## config.mk

```make
export PLATFORM = sky130hd
export DESIGN_NAME = opcode_sequencer
export DESIGN_NICKNAME = d
export VERILOG_FILES = /design/src/rtl/opcode_pkg.sv /design/src/rtl/cmd_fifo.sv /design/src/rtl/opcode_sequencer.sv
export SDC_FILE = /design/constraint.sdc
export NUM_CORES = 1
export LEC_CHECK = 0
export ABC_CLOCK_PERIOD_IN_PS = 2000
export BUFFER_PORTS_ARGS = -buffer_cell sky130_fd_sc_hd__buf_2
export CORE_MARGIN = 10
export CORE_UTILIZATION = 50
export CTS_CLUSTER_DIAMETER = 60
export DETAILED_ROUTE_END_ITERATION = 12
export PLACE_DENSITY = 0.75
export SETUP_SLACK_MARGIN = 0.3
export SLEW_MARGIN = 20
export SYNTH_ARGS = -nofsm -noshare
export SYNTH_HDL_FRONTEND = slang
export SYNTH_SLANG_ARGS = --single-unit
```

## constraint.sdc

```tcl
create_clock -name clk -period 2 [get_ports clk]
set_clock_uncertainty 0.15 [all_clocks]
set_input_delay 0.4 -clock clk [delete_from_list [all_inputs] [get_ports clk]]
set_output_delay 0.4 -clock clk [all_outputs]
set_load 0.05 [all_outputs]
```

## src/rtl/opcode_pkg.sv

```systemverilog
// Shared opcode encoding, sequencer FSM states and command payload
// for the opcode processor command path.
package opcode_pkg;

  localparam int unsigned OP_W   = 4;
  localparam int unsigned DATA_W = 8;
  localparam int unsigned CMD_W  = OP_W + DATA_W;

  typedef enum logic [3:0] {
    OPC_PASS  = 4'h0,
    OPC_LOAD  = 4'h1,
    OPC_STORE = 4'h2,
    OPC_NOT   = 4'h3,
    OPC_ADD   = 4'h4,
    OPC_SUB   = 4'h5,
    OPC_AND   = 4'h6,
    OPC_OR    = 4'h7,
    OPC_XOR   = 4'h8,
    OPC_ERR   = 4'hF
  } opcode_t;

  // STORE never writes the processor register, so it is safe to drive while idle
  localparam opcode_t OP_IDLE = OPC_STORE;

  typedef enum logic [1:0] {
    S_IDLE    = 2'd0,
    S_ISSUE   = 2'd1,
    S_CAPTURE = 2'd2
  } state_t;

  typedef struct packed {
    logic [OP_W-1:0]   opcode;
    logic [DATA_W-1:0] data;
  } cmd_t;

  function automatic logic produces_result(opcode_t op);
    return op != OPC_LOAD;
  endfunction

endpackage

```

## src/rtl/cmd_fifo.sv

```systemverilog
// Synchronous command FIFO; pointers carry an extra wrap bit to tell full from empty.
module cmd_fifo #(
  parameter int unsigned DEPTH = 4,
  parameter int unsigned WIDTH = 12
) (
  input  logic             clk,
  input  logic             rst_n,
  input  logic             push,
  input  logic [WIDTH-1:0] wdata,
  input  logic             pop,
  output logic [WIDTH-1:0] rdata,
  output logic             full,
  output logic             empty,
  output logic             empty_next_c
);

  localparam int unsigned AW = $clog2(DEPTH);
  localparam int unsigned PW = AW + 1;

  logic [WIDTH-1:0] mem_q [DEPTH];
  logic [PW-1:0]    wr_ptr_q, wr_ptr_d;
  logic [PW-1:0]    rd_ptr_q, rd_ptr_d;
  logic             full_q, full_d;
  logic             empty_q, empty_d;
  logic             do_push, do_pop;

  // Pointer advance and next-cycle status flags
  always_comb begin
    do_push  = push && !full_q;
    do_pop   = pop && !empty_q;
    wr_ptr_d = wr_ptr_q + PW'(do_push);
    rd_ptr_d = rd_ptr_q + PW'(do_pop);
    empty_d  = (wr_ptr_d == rd_ptr_d);
    full_d   = (wr_ptr_d == {~rd_ptr_d[AW], rd_ptr_d[AW-1:0]});
  end

  always_ff @(posedge clk or negedge rst_n) begin
    if (!rst_n) begin
      wr_ptr_q <= '0;
      rd_ptr_q <= '0;
      full_q   <= 1'b0;
      empty_q  <= 1'b1;
    end else begin
      wr_ptr_q <= wr_ptr_d;
      rd_ptr_q <= rd_ptr_d;
      full_q   <= full_d;
      empty_q  <= empty_d;
    end
  end

  always_ff @(posedge clk) begin
    if (do_push) begin
      mem_q[wr_ptr_q[AW-1:0]] <= wdata;
    end
  end

  assign rdata        = mem_q[rd_ptr_q[AW-1:0]];
  assign full         = full_q;
  assign empty        = empty_q;
  assign empty_next_c = empty_d;

endmodule

```

## src/rtl/opcode_sequencer.sv

```systemverilog
// Buffers upstream commands, issues them one per slot to the opcode processor
// and returns each result-producing opcode's result over a valid/ready port.
module opcode_sequencer
  import opcode_pkg::*;
#(
  parameter int unsigned DEPTH = 4
) (
  input  logic                clk,
  input  logic                rst_n,
  input  logic                cmd_valid,
  output logic                cmd_ready,
  input  logic [OP_W-1:0]     cmd_opcode,
  input  logic [DATA_W-1:0]   cmd_data,
  output logic [OP_W-1:0]     op_opcode,
  output logic [DATA_W-1:0]   op_data,
  input  logic [DATA_W-1:0]   op_result,
  output logic                rsp_valid,
  input  logic                rsp_ready,
  output logic [OP_W-1:0]     rsp_opcode,
  output logic [DATA_W-1:0]   rsp_result,
  output logic                busy
);

  state_t              state_q, state_d;
  logic [OP_W-1:0]     op_opcode_q, op_opcode_d;
  logic [DATA_W-1:0]   op_data_q, op_data_d;
  logic [OP_W-1:0]     iss_opcode_q, iss_opcode_d;
  logic                rsp_valid_q, rsp_valid_d;
  logic [OP_W-1:0]     rsp_opcode_q, rsp_opcode_d;
  logic [DATA_W-1:0]   rsp_result_q, rsp_result_d;
  logic                busy_q, busy_d;

  logic                push, pop;
  logic                fifo_full, fifo_empty, fifo_empty_next;
  cmd_t                fifo_wdata, fifo_rdata;

  assign cmd_ready  = !fifo_full;
  assign push       = cmd_valid && cmd_ready;
  assign fifo_wdata = '{opcode: cmd_opcode, data: cmd_data};

  cmd_fifo #(
    .DEPTH (DEPTH),
    .WIDTH (CMD_W)
  ) u_cmd_fifo (
    .clk          (clk),
    .rst_n        (rst_n),
    .push         (push),
    .wdata        (fifo_wdata),
    .pop          (pop),
    .rdata        (fifo_rdata),
    .full         (fifo_full),
    .empty        (fifo_empty),
    .empty_next_c (fifo_empty_next)
  );

  // Next-state and registered-output logic
  always_comb begin
    state_d      = state_q;
    op_opcode_d  = OP_W'(OP_IDLE);
    op_data_d    = '0;
    iss_opcode_d = iss_opcode_q;
    rsp_valid_d  = rsp_valid_q;
    rsp_opcode_d = rsp_opcode_q;
    rsp_result_d = rsp_result_q;
    pop          = 1'b0;

    if (rsp_valid_q && rsp_ready) begin
      rsp_valid_d = 1'b0;
    end

    case (state_q)
      S_IDLE: begin
        // Only issue once the response slot is free (or freeing this cycle)
        if (!fifo_empty && (!rsp_valid_q || rsp_ready)) begin
          pop          = 1'b1;
          op_opcode_d  = fifo_rdata.opcode;
          op_data_d    = fifo_rdata.data;
          iss_opcode_d = fifo_rdata.opcode;
          state_d      = S_ISSUE;
        end
      end
      S_ISSUE: begin
        state_d = produces_result(opcode_t'(iss_opcode_q)) ? S_CAPTURE : S_IDLE;
      end
      S_CAPTURE: begin
        rsp_result_d = op_result;
        rsp_opcode_d = iss_opcode_q;
        rsp_valid_d  = 1'b1;
        state_d      = S_IDLE;
      end
      default: begin
        state_d = S_IDLE;
      end
    endcase

    busy_d = !fifo_empty_next || (state_d != S_IDLE) || rsp_valid_d;
  end

  always_ff @(posedge clk or negedge rst_n) begin
    if (!rst_n) begin
      state_q      <= S_IDLE;
      op_opcode_q  <= OP_W'(OP_IDLE);
      op_data_q    <= '0;
      iss_opcode_q <= '0;
      rsp_valid_q  <= 1'b0;
      rsp_opcode_q <= '0;
      rsp_result_q <= '0;
      busy_q       <= 1'b0;
    end else begin
      state_q      <= state_d;
      op_opcode_q  <= op_opcode_d;
      op_data_q    <= op_data_d;
      iss_opcode_q <= iss_opcode_d;
      rsp_valid_q  <= rsp_valid_d;
      rsp_opcode_q <= rsp_opcode_d;
      rsp_result_q <= rsp_result_d;
      busy_q       <= busy_d;
    end
  end

  assign op_opcode  = op_opcode_q;
  assign op_data    = op_data_q;
  assign rsp_valid  = rsp_valid_q;
  assign rsp_opcode = rsp_opcode_q;
  assign rsp_result = rsp_result_q;
  assign busy       = busy_q;

endmodule
```

==> results.json <==
{
  "status": "finished clean",
  "dp_hpwl_um": 3960,
  "synthSimpleGateAreaFrac_pct": 5.80,
  "critPathArrivalTime_ns": 1.88,
  "core_area_mm2": 0.00635,
  "synth_seq_cells": 88,
  "fin_crit_ns": 1.80,
  "p_comb_share_pct": 41.3,
  "root_buffer": "clkbuf_8",
  "max_stage_delay_ns": 0.57,
  "ys_warn_count": 0,
  "wirelength_um": 5720,
  "initial_utilization_pct": 51.3,
  "path_clk_slew_ns": 0.09,
  "powerDensity_mw_per_mm2": 1700,
  "max_freq_ghz": 0.554,
  "ioPinCount": 51,
  "synth-xor-area-share_pct": 1.34,
  "crit_path_max_fanout": 3,
  "crit_required_ns": 2.08,
  "wl_met1_um": 2340,
  "critPathLaunchType": "flop",
  "n_antenna_cell": 0,
  "gp_congestion": 0.738,
  "avgSynthCellArea_um2": 19.8,
  "synth_cell_type_count": 26,
  "grt_pass1_wl_um": 9050,
  "via_count": 1630,
  "layout_setup_ws_ns": 0.196,
  "switching_power_mw": 2.58,
  "row_count": 29,
  "rrSetupSlack_ns": 0.20,
  "hold_viol_final": 0,
  "drv_cap": 0,
  "die_area_mm2": 0.0101,
  "power_mw": 6.86,
  "wl_met2_um": 2840,
  "wl_met3_um": 466,
  "h-tree-depth": 3,
  "synthesis.nets": 193,
  "cts_buffers": 9,
  "netlist_area_mm2": 0.00326,
  "clockBufferDepth": 2,
  "hp-class": "in -> reg",
  "crit_type": "reg -> reg",
  "setup_viol": 0,
  "post_drt_wl_per_cell_um": 17.8,
  "path_delay_family": "flip-flops",
  "final_cell_area_mm2": 0.00404,
  "die_w_um": 101,
  "cp_slowest_cell": "dfstp_2",
  "portBuffers": 50,
  "top_layer_used": "met4",
  "whs_ns": 0.110,
  "grt_util_all_layers_pct": 11.8,
  "overflow": 0,
  "dpl_worst_slack_ns": 0.0843,
  "grt_max_degree": 23,
  "power_frac_clock_pct": 17.9,
  "synth_top_family_by_area": "multiplexers",
  "slew_headroom_pct": 70.7,
  "rsz0062_at_grt": "yes",
  "worst_pin_slew_ns": 0.439,
  "synthMuxAreaShare_pct": 14.0,
  "leakage_nw": 1.73,
  "placed_area_mm2": 0.00375,
  "fillers": 444,
  "antenna_found_initial": 0,
  "area_growth_syn_to_layout_pct": 24.0,
  "synth_cells": 165,
  "yosysSeqAreaShare_pct": 75.0,
  "grt_pass1_vias": 1815,
  "vdd_drop_max_uv": 1120,
  "fin_setup_tns_ns": 0,
  "synth_compound_area_share_pct": 0.921,
  "drt_iter0_drc": 69,
  "path_cells": "nor3_4 > nand2_4 > inv_4 > ha_4 > ha_4 > xor2_4 > xnor2_2 > nand4bb_1",
  "cp_num_buf_inv": 1,
  "worstSkewPairLatency_ns": 0.34,
  "drv_slew": 0,
  "vias_per_cell": 5.08,
  "power_frac_seq_pct": 40.8,
  "nNetsFinal": 267,
  "min_period_over_period_pct": 90.2,
  "intPower_mw": 4.28,
  "drc": 0,
  "ant_nets": 0,
  "synth_fa_ha_area_share_pct": 1.54,
  "crit_path_end_kind": "flop",
  "numClockSinks": 88,
  "cp_common_cell": "ha_4",
  "cts_tree": "done",
  "drt_pre_antenna_iters": 4,
  "drive_gt1_share_pct": 46.7,
  "die_h_um": 101,
  "p_sw_share_pct": 37.6
}
==> synth_stat cells <==
master | number | area share (%)
mux4_1 | 11 | 8.9
nor2_1 | 2 | 0.23
nor4b_1 | 1 | 0.27
nand4bb_1 | 1 | 0.35
and3_4 | 1 | 0.35
nor2b_1 | 4 | 0.77
mux4_2 | 1 | 0.69
mux2_2 | 13 | 4.5
nor3b_1 | 2 | 0.46
a21o_1 | 3 | 0.69
dfrtp_1 | 38 | 29
nand2b_1 | 2 | 0.38
buf_2 | 2 | 0.31
buf_6 | 1 | 0.35
and3b_1 | 1 | 0.27
o21a_1 | 1 | 0.23
nand2_1 | 4 | 0.46
xnor2_1 | 3 | 0.81
ha_1 | 4 | 1.5
inv_1 | 4 | 0.46
dfstp_2 | 2 | 1.6
edfxtp_1 | 48 | 44
xor2_1 | 2 | 0.54
nor3_1 | 1 | 0.15
and3_1 | 11 | 2.1
clkbuf_1 | 2 | 0.23
==> cell families after synthesis <==
family	Yosys count
AND/OR/NAND/NOR	30
adder cells (fa/ha/maj)	4
buffers and inverters	9
multiplexers	25
XOR/XNOR	5
AO/OA/AOI/OAI	4
flip-flops	88
==> per-layer routing <==
metal | vias to the layer above | track usage, %
met5 | - | 0
met4 | 0 | 5.87
met3 | 9 | 4.25
met2 | 50 | 19.5
met1 | 788 | 13.1
li1 | 783 | -
==> power groups by stage <==
stage	Combinational (mW)	Clock, mW	Sequential, mW
floorplan	1.27	0	3.51
global placement	2.58	0	2.81
detailed placement	2.65	0	2.84
CTS	2.81	1.27	2.81
global route	3.03	1.34	2.87
finish	2.83	1.23	2.80
==> flip-flops by register name (all words and copies together) (netlist names), 2 cells and up <==
name / count
u_cmd_fifo.mem_q: 48
op_data: 8
rsp_result: 8
iss_opcode_q: 4
op_opcode: 4
rsp_opcode: 4
u_cmd_fifo.rd_ptr_q: 3
u_cmd_fifo.wr_ptr_q: 3
state_q: 2
==> path summary, 6_finish.rpt <==
path                                               endpoint                             start  cells past startpoint
setup / recovery                             busy$_DFF_PN0_        u_cmd_fifo.empty$_DFF_PN1_                      8
hold / removal             u_cmd_fifo.mem_q[1][6]$_DFFE_PP_                       cmd_data[6]                      1
setup reg to reg                             busy$_DFF_PN0_        u_cmd_fifo.empty$_DFF_PN1_                      8
hold reg to reg            u_cmd_fifo.wr_ptr_q[2]$_DFF_PN0_  u_cmd_fifo.wr_ptr_q[2]$_DFF_PN0_                      1
max in group asynchronous            op_opcode[1]$_DFF_PN1_                             rst_n                      3
min in group asynchronous         rsp_result[0]$_DFFE_PN0P_                             rst_n                      2
==> metrics by stage <==
step                      util [%]  std cells
after floorplan                  -        165
after global placement        59.0        299
after detailed placement      59.0        299
after CTS                     63.3        319
after global routing          63.6        321
final                         63.6        321
==> timing repair <==
action                                 4_1_cts  5_1_grt
gates cloned                                 0        0
endpoints found under the hold margin       18        0
resized for setup                            5        2
buffers inserted                             3        2
setup endpoints to repair                   15       15
hold buffers                                 1        0
pin swaps                                    4        2
==> area by class of cell <==
| type | count | area, um^2 | share of cell area, % |
|---|---|---|---|
| Clock inverter | 7 | 80.1 | 1.98 |
| Clock buffer | 9 | 124 | 3.07 |
| Timing Repair Buffer | 68 | 403 | 9.97 |
| Multi-Input combinational cell | 68 | 872 | 21.6 |
| Inverter | 4 | 17.5 | 0.434 |
| Tap cell | 77 | 96.3 | 2.38 |
| Sequential cell | 88 | 2450 | 60.6 |
==> layout by cell type (no fill, tap or decap), types with 2 or more instances in the layout <==
cell type / synthesis / layout
mux4_1: 11 / 11
dfrtp_1: 38 / 36
nand2_1: 4 / 2
xnor2_2: 0 / 2
mux2_2: 13 / 13
edfxtp_1: 48 / 48
inv_1: 4 / 3
buf_4: 0 / 16
ha_1: 4 / 2
dfrtp_2: 0 / 2
clkbuf_8: 0 / 9
clkinv_4: 0 / 2
a21o_1: 3 / 3
and3_1: 11 / 11
buf_2: 2 / 49
nor2b_1: 4 / 4
dfstp_2: 2 / 2
ha_4: 0 / 2
Power figures use the tool's default switching activity.
